`config.mk`:
```
export PLATFORM = sky130hd
export DESIGN_NAME = core_boot_ctrl
export DESIGN_NICKNAME = d
export VERILOG_FILES = /design/src/rtl/core_boot_ctrl.sv
export SDC_FILE = /design/constraint.sdc
export NUM_CORES = 1
export LEC_CHECK = 0
export CORE_UTILIZATION = 51
export CTS_CLUSTER_DIAMETER = 60
export DETAILED_ROUTE_END_ITERATION = 16
export PLACE_DENSITY = 0.9
export SLEW_MARGIN = 5
export SYNTH_ARGS = -nofsm -noshare
export SYNTH_HDL_FRONTEND = slang
export SYNTH_SLANG_ARGS = --single-unit
```
`constraint.sdc`:
```
create_clock -name clk -period 6.55 [get_ports clk]
set_input_delay 1.31 -clock clk [delete_from_list [all_inputs] [get_ports clk]]
set_output_delay 1.31 -clock clk [all_outputs]
set_load 0.02 [all_outputs]
```
`src/rtl/core_boot_ctrl.sv`:
```
`default_nettype none
// ============================================================================
// Module   : core_boot_ctrl
// Purpose  : Boot/run sequencer for the core. Streams a program image from the
//            host into the instruction and data memories, holds the core in
//            reset for RESET_CYCLES, runs it until a halt byte appears on the
//            UART, and counts run cycles.
// Options  : CORE_BOOT_WATCHDOG_EN - abort a run to ERR after WDT_LIMIT cycles.
// Revision : 1.0 - initial release
// ============================================================================
module core_boot_ctrl #(
  parameter int unsigned INSN_DEPTH   = 12,
  parameter int unsigned DATA_DEPTH   = 12,
  parameter int unsigned RESET_CYCLES = 4,
  parameter logic [7:0]  HALT_CHAR    = 8'h04,
  parameter logic [31:0] WDT_LIMIT    = 32'd1_000_000
) (
  input  logic        clk,
  input  logic        reset,
  input  logic        start,
  input  logic        abort,
  input  logic        host_valid,
  input  logic [31:0] host_data,
  output logic        host_ready,
  output logic [31:0] insn_addr,
  output logic [31:0] insn_din,
  output logic        insn_we,
  output logic [31:0] data_addr,
  output logic [31:0] data_din,
  output logic        data_we,
  output logic        core_reset,
  output logic        run,
  input  logic [31:0] uart_dout,
  input  logic        uart_we,
  output logic        busy,
  output logic        done,
  output logic        error,
  output logic [31:0] cycles
);

  // Word counter is one bit wider than the larger depth so a full image fits.
  localparam int unsigned CW        = ((INSN_DEPTH > DATA_DEPTH) ? INSN_DEPTH : DATA_DEPTH) + 1;
  localparam logic [32:0] INSN_MAX  = 33'd1 << INSN_DEPTH;
  localparam logic [32:0] DATA_MAX  = 33'd1 << DATA_DEPTH;
  localparam logic [7:0]  RST_LAST  = 8'(RESET_CYCLES - 1);

  typedef enum logic [3:0] {
    S_IDLE      = 4'd0,
    S_INSN_LEN  = 4'd1,
    S_INSN_LOAD = 4'd2,
    S_DATA_LEN  = 4'd3,
    S_DATA_LOAD = 4'd4,
    S_CORE_RST  = 4'd5,
    S_RUN       = 4'd6,
    S_DONE      = 4'd7,
    S_ERR       = 4'd8
  } state_t;

  state_t        state_q, state_d;
  logic [CW-1:0] cnt_q, cnt_d;
  logic [CW-1:0] len_q, len_d;
  logic [7:0]    rst_cnt_q, rst_cnt_d;
  logic [31:0]   cycles_q, cycles_d;
  logic          insn_we_q, insn_we_d;
  logic [31:0]   insn_addr_q, insn_addr_d, insn_din_q, insn_din_d;
  logic          data_we_q, data_we_d;
  logic [31:0]   data_addr_q, data_addr_d, data_din_q, data_din_d;

  logic hs;
  logic last_word;
  logic halt;
  logic unused_uart_hi;

  // Only the low byte of the UART word carries the character.
  assign unused_uart_hi = ^uart_dout[31:8];

  assign host_ready = (state_q == S_INSN_LEN) || (state_q == S_INSN_LOAD) ||
                      (state_q == S_DATA_LEN) || (state_q == S_DATA_LOAD);
  // A word offered in the abort cycle is discarded, so it never produces a strobe.
  assign hs         = host_valid && host_ready && !abort;
  assign last_word  = ((cnt_q + CW'(1)) == len_q);
  assign halt       = uart_we && (uart_dout[7:0] == HALT_CHAR);

  assign run        = (state_q == S_RUN);
  assign core_reset = (state_q != S_RUN);
  assign busy       = (state_q != S_IDLE) && (state_q != S_DONE) && (state_q != S_ERR);
  assign done       = (state_q == S_DONE);
  assign error      = (state_q == S_ERR);
  assign cycles     = cycles_q;
  assign insn_we    = insn_we_q;
  assign insn_addr  = insn_addr_q;
  assign insn_din   = insn_din_q;
  assign data_we    = data_we_q;
  assign data_addr  = data_addr_q;
  assign data_din   = data_din_q;

  // Next-state, counters and registered write-port values.
  always_comb begin
    state_d     = state_q;
    cnt_d       = cnt_q;
    len_d       = len_q;
    rst_cnt_d   = rst_cnt_q;
    cycles_d    = cycles_q;
    insn_we_d   = 1'b0;
    insn_addr_d = insn_addr_q;
    insn_din_d  = insn_din_q;
    data_we_d   = 1'b0;
    data_addr_d = data_addr_q;
    data_din_d  = data_din_q;

    if (abort) begin
      state_d = S_IDLE;
    end else begin
      case (state_q)
        S_IDLE, S_DONE, S_ERR: begin
          if (start) begin
            state_d  = S_INSN_LEN;
            cycles_d = 32'd0;
          end
        end
        S_INSN_LEN: begin
          if (hs) begin
            cnt_d = '0;
            len_d = host_data[CW-1:0];
            if ({1'b0, host_data} > INSN_MAX) state_d = S_ERR;
            else if (host_data == 32'd0)      state_d = S_DATA_LEN;
            else                              state_d = S_INSN_LOAD;
          end
        end
        S_INSN_LOAD: begin
          if (hs) begin
            insn_we_d   = 1'b1;
            insn_addr_d = 32'({cnt_q, 2'b00});
            insn_din_d  = host_data;
            cnt_d       = cnt_q + CW'(1);
            if (last_word) state_d = S_DATA_LEN;
          end
        end
        S_DATA_LEN: begin
          if (hs) begin
            cnt_d     = '0;
            len_d     = host_data[CW-1:0];
            rst_cnt_d = 8'd0;
            if ({1'b0, host_data} > DATA_MAX) state_d = S_ERR;
            else if (host_data == 32'd0)      state_d = S_CORE_RST;
            else                              state_d = S_DATA_LOAD;
          end
        end
        S_DATA_LOAD: begin
          if (hs) begin
            data_we_d   = 1'b1;
            data_addr_d = 32'({cnt_q, 2'b00});
            data_din_d  = host_data;
            cnt_d       = cnt_q + CW'(1);
            rst_cnt_d   = 8'd0;
            if (last_word) state_d = S_CORE_RST;
          end
        end
        S_CORE_RST: begin
          rst_cnt_d = rst_cnt_q + 8'd1;
          if (rst_cnt_q == RST_LAST) state_d = S_RUN;
        end
        S_RUN: begin
          // The halt cycle itself is counted.
          if (cycles_q != 32'hFFFF_FFFF) cycles_d = cycles_q + 32'd1;
          if (halt) state_d = S_DONE;
`ifdef CORE_BOOT_WATCHDOG_EN
          else if (cycles_q == WDT_LIMIT) state_d = S_ERR;
`endif
        end
        default: state_d = S_IDLE;
      endcase
    end
  end

  // State and datapath registers with asynchronous active-low reset.
  always_ff @(posedge clk or negedge reset) begin
    if (!reset) begin
      state_q     <= S_IDLE;
      cnt_q       <= '0;
      len_q       <= '0;
      rst_cnt_q   <= 8'd0;
      cycles_q    <= 32'd0;
      insn_we_q   <= 1'b0;
      insn_addr_q <= 32'd0;
      insn_din_q  <= 32'd0;
      data_we_q   <= 1'b0;
      data_addr_q <= 32'd0;
      data_din_q  <= 32'd0;
    end else begin
      state_q     <= state_d;
      cnt_q       <= cnt_d;
      len_q       <= len_d;
      rst_cnt_q   <= rst_cnt_d;
      cycles_q    <= cycles_d;
      insn_we_q   <= insn_we_d;
      insn_addr_q <= insn_addr_d;
      insn_din_q  <= insn_din_d;
      data_we_q   <= data_we_d;
      data_addr_q <= data_addr_d;
      data_din_q  <= data_din_d;
    end
  end

endmodule
`default_nettype wire
```
# ---- Yosys cells after proc, flatten, opt, wreduce, memory -nomap -nowiden
# Cells that the tools add are included.
dict set report word_totals {
  ff_bits 162
  latchBits 0
  ramBits 0
  mem_bits_ro 0
  input_bits 70
  out_inout_bits 168
  elab_cells 99
  n_memories 0
}
dict set report classes {
  addsub 3
  mul 0
  n_div 0
  order_cmp 1
  eq_ne 29
  shifts 0
  n_mux 28
  n_bitwise 1
  n_reduce_logical 26
}
# cell count
set op_table {}
lappend op_table {{$mux 32} 2}
lappend op_table {{$pmux 32 s2} 1}
lappend op_table {{$mux 4} 12}
lappend op_table {{$add 32x1->32 const B} 1}
lappend op_table {{$gt 32x13->1 const B} 1}
lappend op_table {{$logic_not 32->1} 1}
lappend op_table {{$ne 32x32->1 const B} 1}
lappend op_table {{$pmux 4 s7} 1}
lappend op_table {{$mux 13} 2}
lappend op_table {{$pmux 13 s2} 1}
lappend op_table {{$ne 3x3->1 const B} 8}
lappend op_table {{$eq 4x3->1 const B} 4}
lappend op_table {{$pmux 8 s2} 1}
lappend op_table {{$add 13x1->13 const B} 1}
lappend op_table {{$eq 13x13->1} 1}
lappend op_table {{$reduce_and 3->1} 4}
lappend op_table {{$reduce_and 9->1} 1}
lappend op_table {{$add 8x1->8 const B} 1}
lappend op_table {{$eq 4x2->1 const B} 2}
lappend op_table {{$eq 8x2->1 const B} 1}
lappend op_table {{$eq 8x3->1 const B} 1}
lappend op_table {{$mux 8} 1}
lappend op_table {{$ne 2x1->1 const B} 4}
lappend op_table {{$ne 4x3->1 const B} 2}
lappend op_table {{16 further kinds} 33}

# ---- Depth between registers and ports, before layout
# Gate-level depths: netlist of run 1.
dict set report depth {
  depth_word 9
  ltp_mapped 10
  ltp_nobuf 9
}

# ---- Least setup slack after synthesis of run 1
# No wires, ideal clock.
dict set report synth_path {
  path_kind {input to register}
  startpoint {in abort}
  endpoint {reg cnt_q[6]}
  setup_ns 0.104
  t_arrival_ns 2.671
  required_ns 6.446
  slack_ns 3.775
  cell_stages 6
  n_path_buf 1
  path_cell_list {nor2_2 > nand4b_1 > or2_2 > and2_1 > buf_2 > o41ai_2}
}
dict set report synth_via {
  elab_chain_len 4
  elab_cells_between_ends 6
  cone_classes {eq/ne: 2; bitwise: 1; reduce/logical: 3}
}
# item line
set synth_lines {}
lappend synth_lines {{start, declared} 21} ;# input logic abort,
lappend synth_lines {{$logic_not 1->1} 80} ;# assign hs = host_valid && host_ready && !abort;
lappend synth_lines {{$logic_and 1x1->1} 80}
lappend synth_lines {{$ne 2x1->1 (no source line)} -}
lappend synth_lines {{$reduce_and 4->1 (no source line) (*)} -}
lappend synth_lines {{end signal, assigned} 192} ;# cnt_q <= cnt_d;
lappend synth_lines {{end, declared} 60} ;# logic [CW-1:0] cnt_q, cnt_d;
# Every way passes the cells marked *; elsewhere a longest branch is shown, timed or not.
# A chain may end at the register's enable or synchronous reset.

# ---- Worst setup path after layout of run 1
dict set report layout_path {
  startpoint {in abort}
  endpoint {reg insn_addr_q[3], in the netlist insn_addr[3]}
}
dict set report layout_via {
  elab_chain_len 3
  elab_cells_between_ends 4
  cone_classes {bitwise: 1; reduce/logical: 3}
}
# item line
set layout_lines {}
lappend layout_lines {{$logic_not 1->1} 80}
lappend layout_lines {{$logic_and 1x1->1} 80}
lappend layout_lines {{$reduce_and 3->1 (no source line) (*)} -}
lappend layout_lines {{end signal, assigned} 197} ;# insn_addr_q <= insn_addr_d;
lappend layout_lines {{end, declared} 65} ;# logic [31:0] insn_addr_q, insn_addr_d, insn_din_q, insn_din_d;
# Marks and branches as above.

==> reports/results.txt, run 1 <==
Syn avg cell area - 8.96 µm²
Post-synth top flop - dfrtp_1
Vias in the first global route - 6676
Critical path fanouts, max - 45
Worst flop-to-flop path startpoint - state_q[1]
Post-DRT Antenna Nets - 0
Final min period - 4.37 ns
Commonest non-fill, non-tap cell in the layout - nand2_1
Maximum vdd drop - 0.209 mV
Die ar. - 16100 µm²
Startpoint types - primary input
Share of layout cells above drive strength 1 - 0.0689
Fin. Hold Viols - 0
Initial Util - 0.524
# DRC - 0
Global Route Usage Sum - 0.273
Initial antenna violation count - 0
Yosys reg bits - 162
Fin Setup TNS - 0 ns
Post-CTS setup buffers - 0
Critical Path AT - 4.73 ns
Max stage delay cell, worst path - nand4bb_2
DRT Pass-1 Iters - 5
Largest net degree at the start of global routing - 105
Die W - 127 µm
Yosys cell types - 68
Die Y - 127 µm
Pwr Density - 242 nW/µm²
Setup violators final - 0
Async set-reset flop share out of synthesis - 1.00
Kind of critical path - in2reg
FILL cells - 1128
Area delta synth->final - 28.8%
Slew Viols, Final - 0
Io pins - 238
Gates resized, CTS repair - 0
Rel. slew slack - 0.296
Post-CTS Hold Fix Bufs - 0
First-pass GRT wire length - 34400 µm
Drt first-iter violations - 643
Worst Path Required - 6.92 ns
HP Class - reg2reg
TritonCTS Buffers - 17
CTS root buf - clkbuf_16
Worst-Margin Slew - 1.06 ns
CP endpoint kind - flip-flop
Slowest stage delay, CP - 0.73 ns
Clock Latency Late Sink - 0.44 ns
Status - completed
Clk sinks - 162
Worst setup path start - abort
Clk buf depth - 2
Most frequent cells in the layout - nand2_1, clkdlybuf4s50_1, dfrtp_1
Nets - 1120
Synth Cell Area - 7970 µm²
P_leak - 4.84 nW
Total gr overflow - 0
Final Instance Count excl. Fillers - 1247
Placed cells - 1216
CTS tree - done
CP cell instances - clkdlybuf4s50_1, nor2_2, nand4b_1, buf_4, nand4bb_2, buf_4, inv_2, nand2_1, nand2_1
Core Region - 15200 µm²
I/O Buffers - 175
Cells after Synth - 890
DP HPWL - 14000 µm
Hold path start - data_addr[11]
Max cap viols - 0
Tcrit/Tclk final - 0.667
Register area share after synthesis - 0.509
Number of enable-type register cells in the synthesized netlist - 0
Standard-cell rows - 45
Via density - 5.55
Vias - 6922
Max Freq - 229 MHz
H-tree Lvls - 4
GP Congestion - 0.849
WL per Instance - 16.9 µm
Final WL - 21100 µm
Clock Skew - 0.0109 ns
Unrepaired setup endpoints after global routing - false
Ys Warns - 0
ANT cells - 0
Clock-pin slew on the worst setup and hold paths - 0.06 ns
==> worst max-delay path: cells and delay by family <==
family | cells | cell delay (ns)
and+or+nand+nor | 5 | 1.43
buffers and inverters | 4 | 1.93
==> Yosys cell counts (all sizes together) (3+ instances only) <==
cell | count | area share
nand2 | 309 | 0.15
dfrtp | 162 | 0.51
buf | 56 | 0.048
nor2 | 55 | 0.026
o21ai | 46 | 0.029
nor3 | 29 | 0.026
xnor2 | 29 | 0.032
clkbuf | 23 | 0.011
nand3 | 17 | 0.011
mux2 | 14 | 0.020
a21oi | 13 | 0.0086
inv | 12 | 0.0057
xor2 | 12 | 0.013
nand4 | 11 | 0.012
and3 | 9 | 0.0071
nor4 | 9 | 0.0078
or3 | 8 | 0.0063
nand2b | 7 | 0.0055
and2 | 6 | 0.0047
o31ai | 6 | 0.0057
mux2i | 5 | 0.0063
a31oi | 4 | 0.0031
and4 | 4 | 0.0050
o41ai | 4 | 0.0086
a21o | 3 | 0.0028
ha | 3 | 0.0047
nor3b | 3 | 0.0028
or4 | 3 | 0.0033
==> power breakdown <==
part / total, mW / internal [mW] / switching, mW
registers: 1.12 / 1.06 / 0.0578
logic: 0.349 / 0.158 / 0.191
clock network: 1.01 / 0.595 / 0.416
total: 2.48 / 1.81 / 0.665
==> logic make-up (layout without fill, tap and decap cells) <==
group                      count (synthesis)  count (layout)  share of synthesized area
AOI/OAI and AO/OA                         89              89                     0.0724
xor gates and xnor gates                  41              41                     0.0450
adders and majority gates                  3               3                    0.00471
buffers and inverters                     91             223                     0.0647
DFF                                      162             162                      0.509
muxes                                     19              19                     0.0261
other                                      1              38                   0.000470
and+or+nand+nor                          484             484                      0.278
==> metrics by stage <==
step           power (mW)  worst slack [ns]  utilization  hold slack, ns  cell area, µm²
2_1_floorplan        1.35              3.78            -           0.468            8110
3_3_place_gp         1.47              1.88        0.636           0.457            9670
3_5_place_dp         1.48              1.83        0.636           0.461            9670
4_1_cts              2.48              2.24        0.675           0.477           10300
5_1_grt              2.56              1.89        0.675           0.492           10300
6_report             2.48              2.18        0.675           0.473           10300
==> sequential cells by signal (all words and copies together), names as in the netlist <==
name / flops
cycles: 32
data_din: 32
insn_din: 32
cnt_q: 13
data_addr: 13
insn_addr: 13
len_q: 13
rst_cnt_q: 8
state_q: 4
data_we: 1
insn_we: 1
==> cell type report <==
cell class,instances,area [µm²],area share
Timing Repair Buffer,180,1790,0.174
Multi-Input combinational cell,674,3550,0.345
Inverter,12,45.0,0.00439
Clock buffer,21,470,0.0458
Sequential cell,162,4050,0.395
Clock inverter,10,123,0.0119
Tap cell,188,235,0.0229
==> layer usage <==
layer  vias up  GRT usage  share of wire
met2       286      0.459           0.50
li1       3184          -              -
met3        49     0.0536          0.059
met4         0      0.121          0.028
met5         -          0              0
met1      3403      0.345           0.41
==> path summary, 6_finish.rpt <==
path                                 end  slack (ns)  depth (start not counted)
setup / recovery            insn_addr[3]        2.18                          9
hold / removal             data_addr[11]        0.47                          2
setup reg to reg            insn_addr[3]        3.14                          8
hold reg to reg            data_addr[11]        0.47                          2
max in group asynchronous   insn_din[17]        4.23                          2
min in group asynchronous      cycles[6]        0.99                          1
(Power assumes the default switching activity.)
==> run 2, diff against run 1 <==
--- a/config.mk
+++ b/config.mk
@@ -5,10 +5,10 @@
 export SDC_FILE = /design/constraint.sdc
 export NUM_CORES = 1
 export LEC_CHECK = 0
-export CORE_UTILIZATION = 51
+export CORE_UTILIZATION = 48
 export CTS_CLUSTER_DIAMETER = 60
 export DETAILED_ROUTE_END_ITERATION = 16
-export PLACE_DENSITY = 0.9
+export PLACE_DENSITY = 0.85
 export SLEW_MARGIN = 5
 export SYNTH_ARGS = -nofsm -noshare
 export SYNTH_HDL_FRONTEND = slang
==> constraint.sdc (replaced) <==
create_clock -name clk -period 4.3 [get_ports clk]
set_input_delay 0.86 -clock clk [delete_from_list [all_inputs] [get_ports clk]]
set_output_delay 0.86 -clock clk [all_outputs]
set_load 0.02 [all_outputs]
==> run 2 against run 1 <==
  * Die area up 6.2%
  * Global-route usage down 2.0 points
  * Register-to-register slack worse by 1.7 ns
  * Hold slack worse by 0.0017 ns
  * Worst setup slack worse by 1.3 ns
  * Via count down 1.7%
  * Sequential power up 52%
  * Routed wire length down 2.9%
  * Clock-buffer cell count down 1
  * Critical path depth down 1
  * Total power up 51%
  * Utilization down 3.3 points
  * Critical path type unchanged
==> reports/results.txt, run 2 (synthesized netlist as in run 1, its figures left out) <==
Status - completed
Final WL - 20500 µm (-2.9%)
Critical Path AT - 3.78 ns (-0.95 ns)
Gates resized, CTS repair - 0 (unchanged)
Maximum vdd drop - 0.276 mV (+32%)
Post-CTS Hold Fix Bufs - 0 (unchanged)
Total design power - 3.75 mW (+51%)
Layout Cell Area excl Fill - 10300 µm² (+0.54%)
Critical path fanouts, max - 37 (-18%)
Kind of critical path - in2reg
Die Y - 131 µm (+3.0%)
Initial antenna violation count - 0 (unchanged)
Worst-Margin Slew - 1.11 ns (+0.0512 ns)
Most Used Layer, Global Route - met2
Clock Latency Late Sink - 0.43 ns (about the same)
First-pass GRT wire length - 33300 µm (-3.3%)
Unrepaired setup endpoints after global routing - false
DP HPWL - 14300 µm (+2.4%)
Drt first-iter violations - 507 (-21%)
Initial Util - 0.496 (-0.0279)
Clock Skew - 0.0164 ns (+0.00550 ns)
DRT Pass-1 Iters - 5 (unchanged)
Largest net degree at the start of global routing - 123 (+17%)
Startpoint types - primary input
Hold EP - data_din[12]
Rel. slew slack - 0.262 (-0.0341)
Met2 global-route usage - 0.408 (-0.0503)
Met3 Usage GRT - 0.0501 (-0.00352)
I/O Buffers - 175 (unchanged)
Clk buf depth - 2 (unchanged)
Placed cells - 1248 (+2.6%)
Setup WS post-layout - 0.853 ns (-1.33 ns)
Post-CTS setup buffers - 0 (unchanged)
Pwr Density - 364 nW/µm² (+51%)
Final hold slack - 0.471 ns (-0.00172 ns)
Final Instance Count excl. Fillers - 1278 (+2.5%)
Tcrit/Tclk final - 0.802
Standard-cell rows - 46 (+2.2%)
Placed Instance Area - 9740 µm² (+0.67%)
Clk sinks - 162 (unchanged)
Setup violators final - 0 (unchanged)
Core Region - 16100 µm² (+5.6%)
WL per Instance - 16.0 µm (-5.3%)
Area delta synth->final - 29.4%
# DRC - 0 (unchanged)
Worst r2r path cells - 7 (-1)
Via density - 5.32 (-4.1%)
FILL cells - 1280 (+13%)
Max cap viols - 0 (unchanged)
Total gr overflow - 0 (unchanged)
Die ar. - 17100 µm² (+6.2%)
Final min period - 3.45 ns
Worst reg2reg path endpoint - cnt_q[12]
HP Class - reg2reg
Post-DRT Antenna Nets - 0 (unchanged)
GP Congestion - 0.847 (-0.26%)
Share of layout cells above drive strength 1 - 0.0716 (+0.00263)
Global Route Usage Sum - 0.253 (-0.0204)
H-tree Lvls - 4 (unchanged)
Fin Setup TNS - 0 ns (unchanged)
Slew Viols, Final - 0 (unchanged)
Most frequent cells in the layout - nand2_1, clkdlybuf4s50_1, dfrtp_1
M1 GR Usage - 0.336 (-0.00900)
CTS root buf - clkbuf_16
Commonest non-fill, non-tap cell in the layout - nand2_1
TritonCTS Buffers - 17 (unchanged)
CP endpoint kind - flip-flop
Reg2reg setup slack - 1.40 ns (-1.74 ns)
Io pins - 238 (unchanged)
Die W - 131 µm (+3.0%)
Nets - 1124 (+0.36%)
Worst flop-to-flop path startpoint - state_q[1]
Final core utilization - 0.643 (-0.0326)
Hold depth - 2 (unchanged)
Fin. Hold Viols - 0 (unchanged)
Hold path start - data_din[12]
Max Freq - 290 MHz
Vias - 6805 (-1.7%)
Post-Place Worst Slack - 0.495 ns (-1.33 ns)
P_leak - 4.85 nW (+0.13%)
Worst Path Required - 4.64 ns (-2.28 ns)
CTS tree - done
Vias in the first global route - 6510 (-2.5%)
Clock-pin slew on the worst setup and hold paths - 0.07 ns (about the same)
ANT cells - 0 (unchanged)
## run 2: cell count changes in the layout (fill, tap and decap cells not counted), sizes merged
cell,change
clkinvlp,+2
buf,+4
clkinv,-2
clkbuf,-1
## run 2: worst max path at each step
stage / startpoint / endpoint / slack [ns] / cells past startpoint
floorplan: abort / cnt_q[6] / 1.98 / 6
global placement: abort / cnt_q[12] / 0.51 / 8
detailed placement: abort / cnt_q[12] / 0.50 / 8
CTS: abort / cnt_q[12] / 0.91 / 8
global route: abort / cnt_q[12] / 0.68 / 8
finish: abort / cnt_q[12] / 0.85 / 8
## run 2: worst max-delay path, cell delays in order
cell and delay, ns:
clkdlybuf4s50_1 0.65, nor2_2 0.29, nand4b_1 0.35, or2_2 0.56, buf_4 0.32, nand2_1 0.31, nand2_1 0.17, o31ai_1 0.25
## run 2: power breakdown
group	switching [mW]	internal, mW
combinational	0.293	0.243
clock	0.625	0.889
sequential	0.0871	1.62
## run 2: routing by layer
metal	up-vias	wire length [µm]
li1	3201	-
met1	3327	8680
met2	236	10300
met3	41	1070
met4	0	455
met5	-	0
## run 2: area by class of cell
| cell class | instances | area, µm² | area share |
|---|---|---|---|
| Clock inverter | 10 | 126 | 0.0122 |
| Sequential cell | 162 | 4050 | 0.393 |
| Multi-Input combinational cell | 674 | 3550 | 0.344 |
| Tap cell | 216 | 270 | 0.0262 |
| Inverter | 12 | 45.0 | 0.00437 |
| Timing Repair Buffer | 184 | 1820 | 0.176 |
| Clock buffer | 20 | 457 | 0.0443 |
